## src/rtl/score_pkg.sv

```systemverilog
// Shared constants, segment table and converter state type for the score display path.
package score_pkg;

  localparam int unsigned SCORE_W    = 12;
  localparam int unsigned BCD_DIGITS = 4;

  localparam logic [6:0] SEG_BLANK = 7'h7F;

  // Active-low {g,f,e,d,c,b,a} patterns for decimal 0..9
  localparam logic [6:0] SEG_LUT [10] = '{
    7'h40, 7'h79, 7'h24, 7'h30, 7'h19,
    7'h12, 7'h02, 7'h78, 7'h00, 7'h10
  };

  typedef enum logic [1:0] {IDLE, SHIFT, DONE} conv_state_e;

  function automatic logic [6:0] seg_decode(input logic [3:0] d);
    logic [6:0] s;
    case (d)
      4'd0:    s = SEG_LUT[0];
      4'd1:    s = SEG_LUT[1];
      4'd2:    s = SEG_LUT[2];
      4'd3:    s = SEG_LUT[3];
      4'd4:    s = SEG_LUT[4];
      4'd5:    s = SEG_LUT[5];
      4'd6:    s = SEG_LUT[6];
      4'd7:    s = SEG_LUT[7];
      4'd8:    s = SEG_LUT[8];
      4'd9:    s = SEG_LUT[9];
      default: s = SEG_BLANK;
    endcase
    return s;
  endfunction

endpackage

```

## src/rtl/bin2bcd_seq.sv

```systemverilog
// Sequential double-dabble: capture on start, BIN_W shift edges, then one publish edge.
module bin2bcd_seq
  import score_pkg::*;
#(
  parameter int unsigned BIN_W  = score_pkg::SCORE_W,
  parameter int unsigned DIGITS = score_pkg::BCD_DIGITS
) (
  input  logic                  clk,
  input  logic                  reset,
  input  logic [BIN_W-1:0]      bin,
  input  logic                  start,
  output logic                  busy,
  output logic [4*DIGITS-1:0]   bcd,
  output logic                  valid
);

  localparam int unsigned CNT_W = $clog2(BIN_W + 1);

  conv_state_e          state_q, state_d;
  logic [BIN_W-1:0]     shreg_q, shreg_d;
  logic [4*DIGITS-1:0]  acc_q, acc_d;
  logic [4*DIGITS-1:0]  bcd_q, bcd_d;
  logic [CNT_W-1:0]     cnt_q, cnt_d;
  logic                 valid_q, valid_d;
  logic [4*DIGITS-1:0]  adj;

  always_comb begin
    adj = '0;
    for (int unsigned k = 0; k < DIGITS; k++) begin
      adj[k*4 +: 4] = (acc_q[k*4 +: 4] >= 4'd5) ? acc_q[k*4 +: 4] + 4'd3 : acc_q[k*4 +: 4];
    end
  end

  always_comb begin
    state_d = state_q;
    shreg_d = shreg_q;
    acc_d   = acc_q;
    bcd_d   = bcd_q;
    cnt_d   = cnt_q;
    valid_d = 1'b0;
    case (state_q)
      IDLE: begin
        if (start) begin
          shreg_d = bin;
          acc_d   = '0;
          cnt_d   = '0;
          state_d = SHIFT;
        end
      end
      SHIFT: begin
        {acc_d, shreg_d} = {adj, shreg_q} << 1;
        cnt_d = cnt_q + 1'b1;
        if (cnt_q == CNT_W'(BIN_W - 1)) state_d = DONE;
      end
      DONE: begin
        bcd_d   = acc_q;
        valid_d = 1'b1;
        state_d = IDLE;
      end
      default: state_d = IDLE;
    endcase
  end

  always_ff @(posedge clk or posedge reset) begin
    if (reset) begin
      state_q <= IDLE;
      shreg_q <= '0;
      acc_q   <= '0;
      bcd_q   <= '0;
      cnt_q   <= '0;
      valid_q <= 1'b0;
    end else begin
      state_q <= state_d;
      shreg_q <= shreg_d;
      acc_q   <= acc_d;
      bcd_q   <= bcd_d;
      cnt_q   <= cnt_d;
      valid_q <= valid_d;
    end
  end

  assign busy  = (state_q != IDLE);
  assign bcd   = bcd_q;
  assign valid = valid_q;

endmodule

```

## src/rtl/score_display.sv

```systemverilog
// Score-to-7-segment path: change-triggered BCD conversion plus a multiplexed digit scanner.
module score_display
  import score_pkg::*;
#(
  parameter int unsigned SCORE_W       = score_pkg::SCORE_W,
  parameter int unsigned DIGITS        = score_pkg::BCD_DIGITS,
  parameter int unsigned SCAN_DIV      = 100000,
  parameter int unsigned BLANK_LEADING = 1
) (
  input  logic                 clk,
  input  logic                 reset,
  input  logic [SCORE_W-1:0]   score,
  output logic [4*DIGITS-1:0]  bcd,
  output logic                 bcd_valid,
  output logic [6:0]           seg,
  output logic                 dp,
  output logic [DIGITS-1:0]    an
);

  localparam int unsigned CNT_W = $clog2(SCAN_DIV);
  localparam int unsigned IDX_W = (DIGITS > 1) ? $clog2(DIGITS) : 1;

  logic [SCORE_W-1:0]  last_score_q, last_score_d;
  logic [CNT_W-1:0]    scan_cnt_q, scan_cnt_d;
  logic [IDX_W-1:0]    idx_q, idx_d;
  logic [6:0]          seg_q, seg_d;
  logic [DIGITS-1:0]   an_q, an_d;
  logic [DIGITS-1:0]   lead_zero;
  logic [3:0]          nib;
  logic                start, busy;
  logic [4*DIGITS-1:0] bcd_w;
  logic                valid_w;

  // Changes arriving mid-conversion are picked up once the converter is back in IDLE
  assign start = (score != last_score_q) && !busy;

  bin2bcd_seq #(
    .BIN_W  (SCORE_W),
    .DIGITS (DIGITS)
  ) u_conv (
    .clk   (clk),
    .reset (reset),
    .bin   (score),
    .start (start),
    .busy  (busy),
    .bcd   (bcd_w),
    .valid (valid_w)
  );

  always_comb begin
    last_score_d = start ? score : last_score_q;
    scan_cnt_d   = scan_cnt_q + 1'b1;
    idx_d        = idx_q;
    if (scan_cnt_q == CNT_W'(SCAN_DIV - 1)) begin
      scan_cnt_d = '0;
      idx_d      = (idx_q == IDX_W'(DIGITS - 1)) ? '0 : idx_q + 1'b1;
    end
  end

  // lead_zero[k]: nibbles k..DIGITS-1 are all zero
  always_comb begin
    logic          zero_run;
    int unsigned   k;
    lead_zero = '0;
    zero_run  = 1'b1;
    for (int unsigned j = 0; j < DIGITS; j++) begin
      k = DIGITS - 1 - j;
      zero_run = zero_run && (bcd_w[k*4 +: 4] == 4'd0);
      lead_zero[k] = zero_run;
    end
  end

  always_comb begin
    nib  = bcd_w[{idx_q, 2'b00} +: 4];
    an_d = ~(DIGITS'(1) << idx_q);
    if ((BLANK_LEADING != 0) && (idx_q != '0) && lead_zero[idx_q])
      seg_d = SEG_BLANK;
    else
      seg_d = seg_decode(nib);
  end

  always_ff @(posedge clk or posedge reset) begin
    if (reset) begin
      last_score_q <= '0;
      scan_cnt_q   <= '0;
      idx_q        <= '0;
      seg_q        <= SEG_BLANK;
      an_q         <= '1;
    end else begin
      last_score_q <= last_score_d;
      scan_cnt_q   <= scan_cnt_d;
      idx_q        <= idx_d;
      seg_q        <= seg_d;
      an_q         <= an_d;
    end
  end

  assign bcd       = bcd_w;
  assign bcd_valid = valid_w;
  assign seg       = seg_q;
  assign an        = an_q;
  assign dp        = 1'b1;

endmodule

```

## config.mk

```make
export PLATFORM = sky130hd
export DESIGN_NAME = score_display
export DESIGN_NICKNAME = d
export VERILOG_FILES = /design/src/rtl/score_pkg.sv /design/src/rtl/bin2bcd_seq.sv /design/src/rtl/score_display.sv
export SDC_FILE = /design/constraint.sdc
export NUM_CORES = 1
export LEC_CHECK = 0
export ABC_AREA = 1
export CORE_MARGIN = 1
export CORE_UTILIZATION = 50
export CTS_BUF_LIST = sky130_fd_sc_hd__clkbuf_8 sky130_fd_sc_hd__clkbuf_16
export CTS_CLUSTER_DIAMETER = 60
export DETAILED_ROUTE_END_ITERATION = 12
export GPL_TIMING_DRIVEN = 0
export HOLD_SLACK_MARGIN = 0.03
export PLACE_DENSITY = 0.76
export SYNTH_ARGS = -nofsm -noshare
export SYNTH_HDL_FRONTEND = slang
export SYNTH_SLANG_ARGS = --single-unit
```

## constraint.sdc

```tcl
create_clock -name clk -period 6.6 [get_ports clk]
set_input_delay 1.65 -clock clk [delete_from_list [all_inputs] [get_ports clk]]
set_output_delay 1.65 -clock clk [all_outputs]
set_load 0.005 [all_outputs]
```

# Word-level counts from Yosys, hierarchy flattened
# Memories as Yosys holds them, arrays and structs flattened.
# Index checks and enable logic that the tools add are counted.
[word_totals] output_inout_bits=29 register_bits=93 word_cells=70 inputBits=14 memories=1 rom_bits=112
[mem_list] name="(no name shown)" depth=16 width=7 read_ports=1 rd_ports_with_merged_regs=0 write_ports=0 line="score_pkg.sv:19" source="case (d)"
[op_classes] muxes=19 n_eq_ne=8 n_bitwise=1 order_cmp=5 n_reduce_logical=16 n_shift=2 add_sub_neg=7
[ops] op="case mux 16 bit (2 select lines)" n=1
[ops] op="case mux 12 bit (2 select lines)" n=1
[ops] op="adder 17 x 1 -> 17 bit (second input constant)" n=1
[ops] op="== test 17 bit (second input constant)" n=1
[ops] op="two-way mux 17 bit" n=1
[ops] op="greater-or-equal comparator 4 x 3 -> 1 bit (second input constant)" n=4
[ops] op="logical NOT 4 bit" n=4
[ops] op="two-way mux 16 bit" n=1
[ops] op="two-way mux 4 bit" n=4
[ops] op="variable part select 16 x 5 -> 4 bit" n=1
[ops] op="adder 4 x 2 -> 4 bit (second input constant)" n=3
[ops] op="two-way mux 12 bit" n=1
[ops] op="!= test 12 bit" n=1
[ops] op="case mux 4 bit (2 select lines)" n=1
[ops] op="two-way mux 7 bit" n=1
[ops] op="two-way mux 2 bit" n=3
[ops] op="nonzero test 2 bit" n=3
[ops] op="logical AND 1 bit" n=5
[ops] op="adder 4 x 1 -> 4 bit (second input constant)" n=1
[ops] op="== test 2 bit (second input constant)" n=2
[ops] op="== test 4 bit (second input constant)" n=1
[ops] op="NOT 4 bit" n=1
[ops] op="case mux 2 bit (2 select lines)" n=1
[ops] op="AND reduction 2 bit" n=2
[ops] op="other kinds (12)" n=13

# Logic depth before layout (Yosys ltp)
[logic_depth] word_depth=8 mapped_depth=11 depth_no_buf=10

# Hierarchy
# From an unflattened synthesis, not the netlist that was laid out.
[hier_totals] cells_unflattened=602 area_unflattened_um2=4889.7
[modules_own_cells] mod="bin2bcd_seq" area_per_inst_um2=2488.6 seq_area_each_um2=1276.2 cells_each=292 n_inst=1
[modules_own_cells] mod="score_display" area_per_inst_um2=2401.1 seq_area_each_um2=1064.8 cells_each=310 n_inst=1

# Worst setup path after synthesis
# Ideal clock, no wire load.
[synth_timing] path_type="in2reg" start="in score[8]" end="reg u_conv.shreg_q[1]" required_time_ns=6.534 arrival_ns=2.485 path_buffers=2 setup_slack_ns=4.049 setup_ns=0.066 cell_stages=11 path_cell_list="inv_1 nand2_1 nand2_1 nand2_1 nor2_1 nand3_1 nand2_1 buf_4 buf_6 nand3_1 nand2_1"
[synth_via] elab_chain_len=4
[synth_lines] element="from (decl)" line="score_display.sv:12" source="input logic [SCORE_W-1:0] score,"
[synth_lines] element="!= test 12 bit" line="score_display.sv:35" source="assign start = (score != last_score_q) && !busy;"
[synth_lines] element="logical AND 1 bit" line="score_display.sv:35"
[synth_lines] element="!= test 2 bit (no line)"
[synth_lines] element="AND reduction 2 bit (no line)"
[synth_lines] element="to (signal assigned)" line="bin2bcd_seq.sv:74" source="shreg_q <= shreg_d;"
[synth_lines] element="to (decl)" line="bin2bcd_seq.sv:20" source="logic [BIN_W-1:0] shreg_q, shreg_d;"
# Every way passes these cells.
# A chain may end at the register's enable or synchronous reset.

# Final worst setup path
[layout_timing] start="reg an_q[0] (netlist: an[0])" end="out an[0]"
[layout_lines] element="from (decl)" line="score_display.sv:27" source="logic [DIGITS-1:0] an_q, an_d;"
[layout_lines] element="from (signal assigned)" line="score_display.sv:94" source="an_q <= an_d;"
[layout_lines] element="to (decl)" line="score_display.sv:17" source="output logic [DIGITS-1:0] an"
# No word-level cell between the ends.

==> impl_metrics.yaml <==
cells_and_area:
  seqCellArea_um2: 2340
  final_core_util: 0.606
  synthToLayoutAreaGrowth_pct: 16.7
  multi_input_area_um2: 2080
  layout.nets: 690
  final.fill_count: 830
  layout-drive-gt1-share: 0.0755
  antenna_cells: 0
critical_path:
  crit_type: "reg -> out"
  crit_path_cell_trace: "clkdlybuf4s50_1"
  slowest_stage: "dfstp_2"
  critPathBufInv: 1
  arrival_ps: 1380
  regToRegEndpoint: "seg[5]"
  cp_slowest_stage_delay_ps: 530
  start_kind: "register"
  critPathRequiredTime_ps: 4950
  critPathMaxFanout: 1
  cp-end-kind: "output port"
  critical-path-top-delay-family: "flip-flops"
  regToRegStartpoint: "idx_q[0]"
  reg2reg_setup_slack_ps: 4810
  rr_worst_depth: 8
placed_design:
  io_buffers: 41
  dp_hpwl_mm: 7.47
  gp_congestion: 0.878
  post-place-ws_ps: 3310
clock_tree:
  clk_pin_slew_ps: 80
  cts_tree: "yes"
  cts_sinks: 93
  cts_setup_buffers: 0
  hold_buffers: 0
  cts_resized: 0
  cts_buffers: 9
  insertion_delay_ps: 370
  clock_path_buffers: 2
  htreeDepth: 3
  root_buffer: "clkbuf_8"
floorplan:
  fp-row-count: 35
  core_um2: 9330
  start_util: 0.519
  io_pins: 43
  die_y_um: 100
  die_area_um2: 10100
  die_x_um: 100
min_path:
  hp-class: "reg -> reg"
  min_path_cells: 1
  worstHoldEndpoint: "scan_cnt_q[0]"
  hold_start: "scan_cnt_q[0]"
timing:
  report.final.slew_viol_count: 0
  min_period_ps: 3030
  rsz0062_at_grt: "false"
  fin_setup_tns_ps: 0
  setup_violations: 0
  finalCritPeriodShare: 0.459
  max_slew_margin: 0.586
  tightest_slew_ps: 617
  fmax_mhz: 330
  skew_ps: 14.9
  hold_viol: 0
  layout_setup_ws_ps: 3570
  hold_ws_ps: 465
routing:
  wl_met3_um: 405
  wl_met2_mm: 5.09
  vias: 4098
  initialDrtViolationCount: 247
  wl_met1_mm: 4.39
  wl_per_cell_um: 12.7
  wl_mm: 10.0
  first_pass_iters: 6
  ant_nets: 0
  highest_layer: "met4"
  drc: 0
  routed_via_density: 5.18
pwr:
  p_leak_nw: 2.85
  clkPwrFrac: 0.174
  power-per-cell-area_nw_per_um2: 413
  p_seq_frac: 0.406
  p_int_mw: 1.43
  ir_drop_mv: 0.226
  total_power_mw: 2.33
  p_comb_frac: 0.420
  switching_share: 0.388
  switchingPower_mw: 0.904
grt:
  grt_use_total: 0.219
  grt_pass1_vias: 3932
  antenna_found_initial: 0
  grt.overflow.total: 0
  grt_max_degree: 71
  grt_pass1_wl_mm: 17.5
synth:
  synth_top_area_frac: 0.424
  synth-async-reset-ratio: 1.00
  syn_area_per_cell_um2: 8.02
  synth_area_leaders: "dfrtp_1, nand2_1, o21ai_0, inv_1, dfstp_2"
  yosys-top-cells-count: "nand2_1, dfrtp_1, inv_1"
  ys_ff_latch: 93
  synth_warnings: 0
  synthDistinctLibCells: 31
  synth_ff_type: "dfrtp_1"
  synth_edf_count: 0
  syn_nets: 637
  syn_inst: 604
  post-synth-top-area-cell: "dfrtp_1"
  netlist_area_um2: 4840
  synth.most_common_cell: "nand2_1"
  seq_area_frac_synth: 0.483
outcome:
  status: "finished, final reports clean"
job:
  max_cap_violations: 0
## placed cells by master (no fill, tap or decap), types with 2 or more instances in the layout
cell               n
nand4_1            4
or2_2              2
bufinv_16          2
buf_6              5
clkbuf_8           9
ha_1              19
buf_4              2
nand2_2            3
nor4_1             4
a21oi_1           19
clkinv_2           2
o211ai_1           8
xnor2_1            7
inv_2              2
buf_1              4
clkbuf_1           6
buf_2              2
o21ai_0           65
inv_1             81
clkdlybuf4s50_1   41
nor3_1             4
nor2_2             3
dfrtp_1           82
nand2_1          170
nor2_1            31
nand3_1           56
dfstp_2           11
xor2_1             8
## metrics by stage
stage | std cells | instance area [um^2]
floorplan | 604 | 4840
CTS | 791 | 5650
global route | 791 | 5650
detailed placement | 775 | 5450
finish | 791 | 5650
global placement | 774 | 5420
## power by group through the flow
stage	Combinational, mW	Clock, mW	Sequential (mW)
floorplan	0.661	0	0.923
global placement	0.932	0	0.943
detailed placement	0.984	0	0.958
CTS	0.988	0.419	0.946
global route	1.13	0.439	0.974
finish	0.980	0.406	0.947
## layer usage
layer / track usage / up-vias
met1: 0.266 / 1957
met5: 0 / -
met4: 0.0691 / 0
met3: 0.0460 / 18
li1: - / 2024
met2: 0.388 / 99
## cells by family (layout without fill, tap and decap cells)
kind of cell / Yosys count / in the layout / synth area share
AOI/OAI and AO/OA: 93 / 93 / 0.100
xor gates and xnor gates: 15 / 15 / 0.0271
adders and majority gates: 19 / 19 / 0.0491
buffers and inverters: 101 / 159 / 0.0881
DFF: 93 / 93 / 0.483
other: 1 / 1 / 0.000774
and+or+nand+nor: 282 / 282 / 0.251
## area by class of cell
class,count,area share
plain buffers,19,0.0210
clock inverters,7,0.0150
well taps,129,0.0285
multi-input cells,410,0.367
repair buffers,42,0.0775
inverters,82,0.0549
flip-flops and latches,93,0.414
clock buffers,9,0.0219
## registers in the layout, indices dropped and copies added, names as in the netlist
register / count
scan_cnt_q: 17
u_conv.state_q: 2
last_score_q: 12
an: 4
u_conv.shreg_q: 12
u_conv.acc_q: 16
u_conv.bcd: 16
seg: 7
u_conv.cnt_q: 4
u_conv.valid: 1
idx_q: 2
## how the worst max path moves through the flow
stage / startpoint / to / depth (start not counted)
final: an[0] / an[0] / 1
after detailed placement: score[2] / u_conv.shreg_q[10] / 10
after floorplan: reset / idx_q[0] / 1
after global routing: an[0] / an[0] / 1
after CTS: an[0] / an[0] / 1
after global placement: reset / u_conv.bcd[9] / 2
No activity file was read; power rests on OpenSTA's default activity.
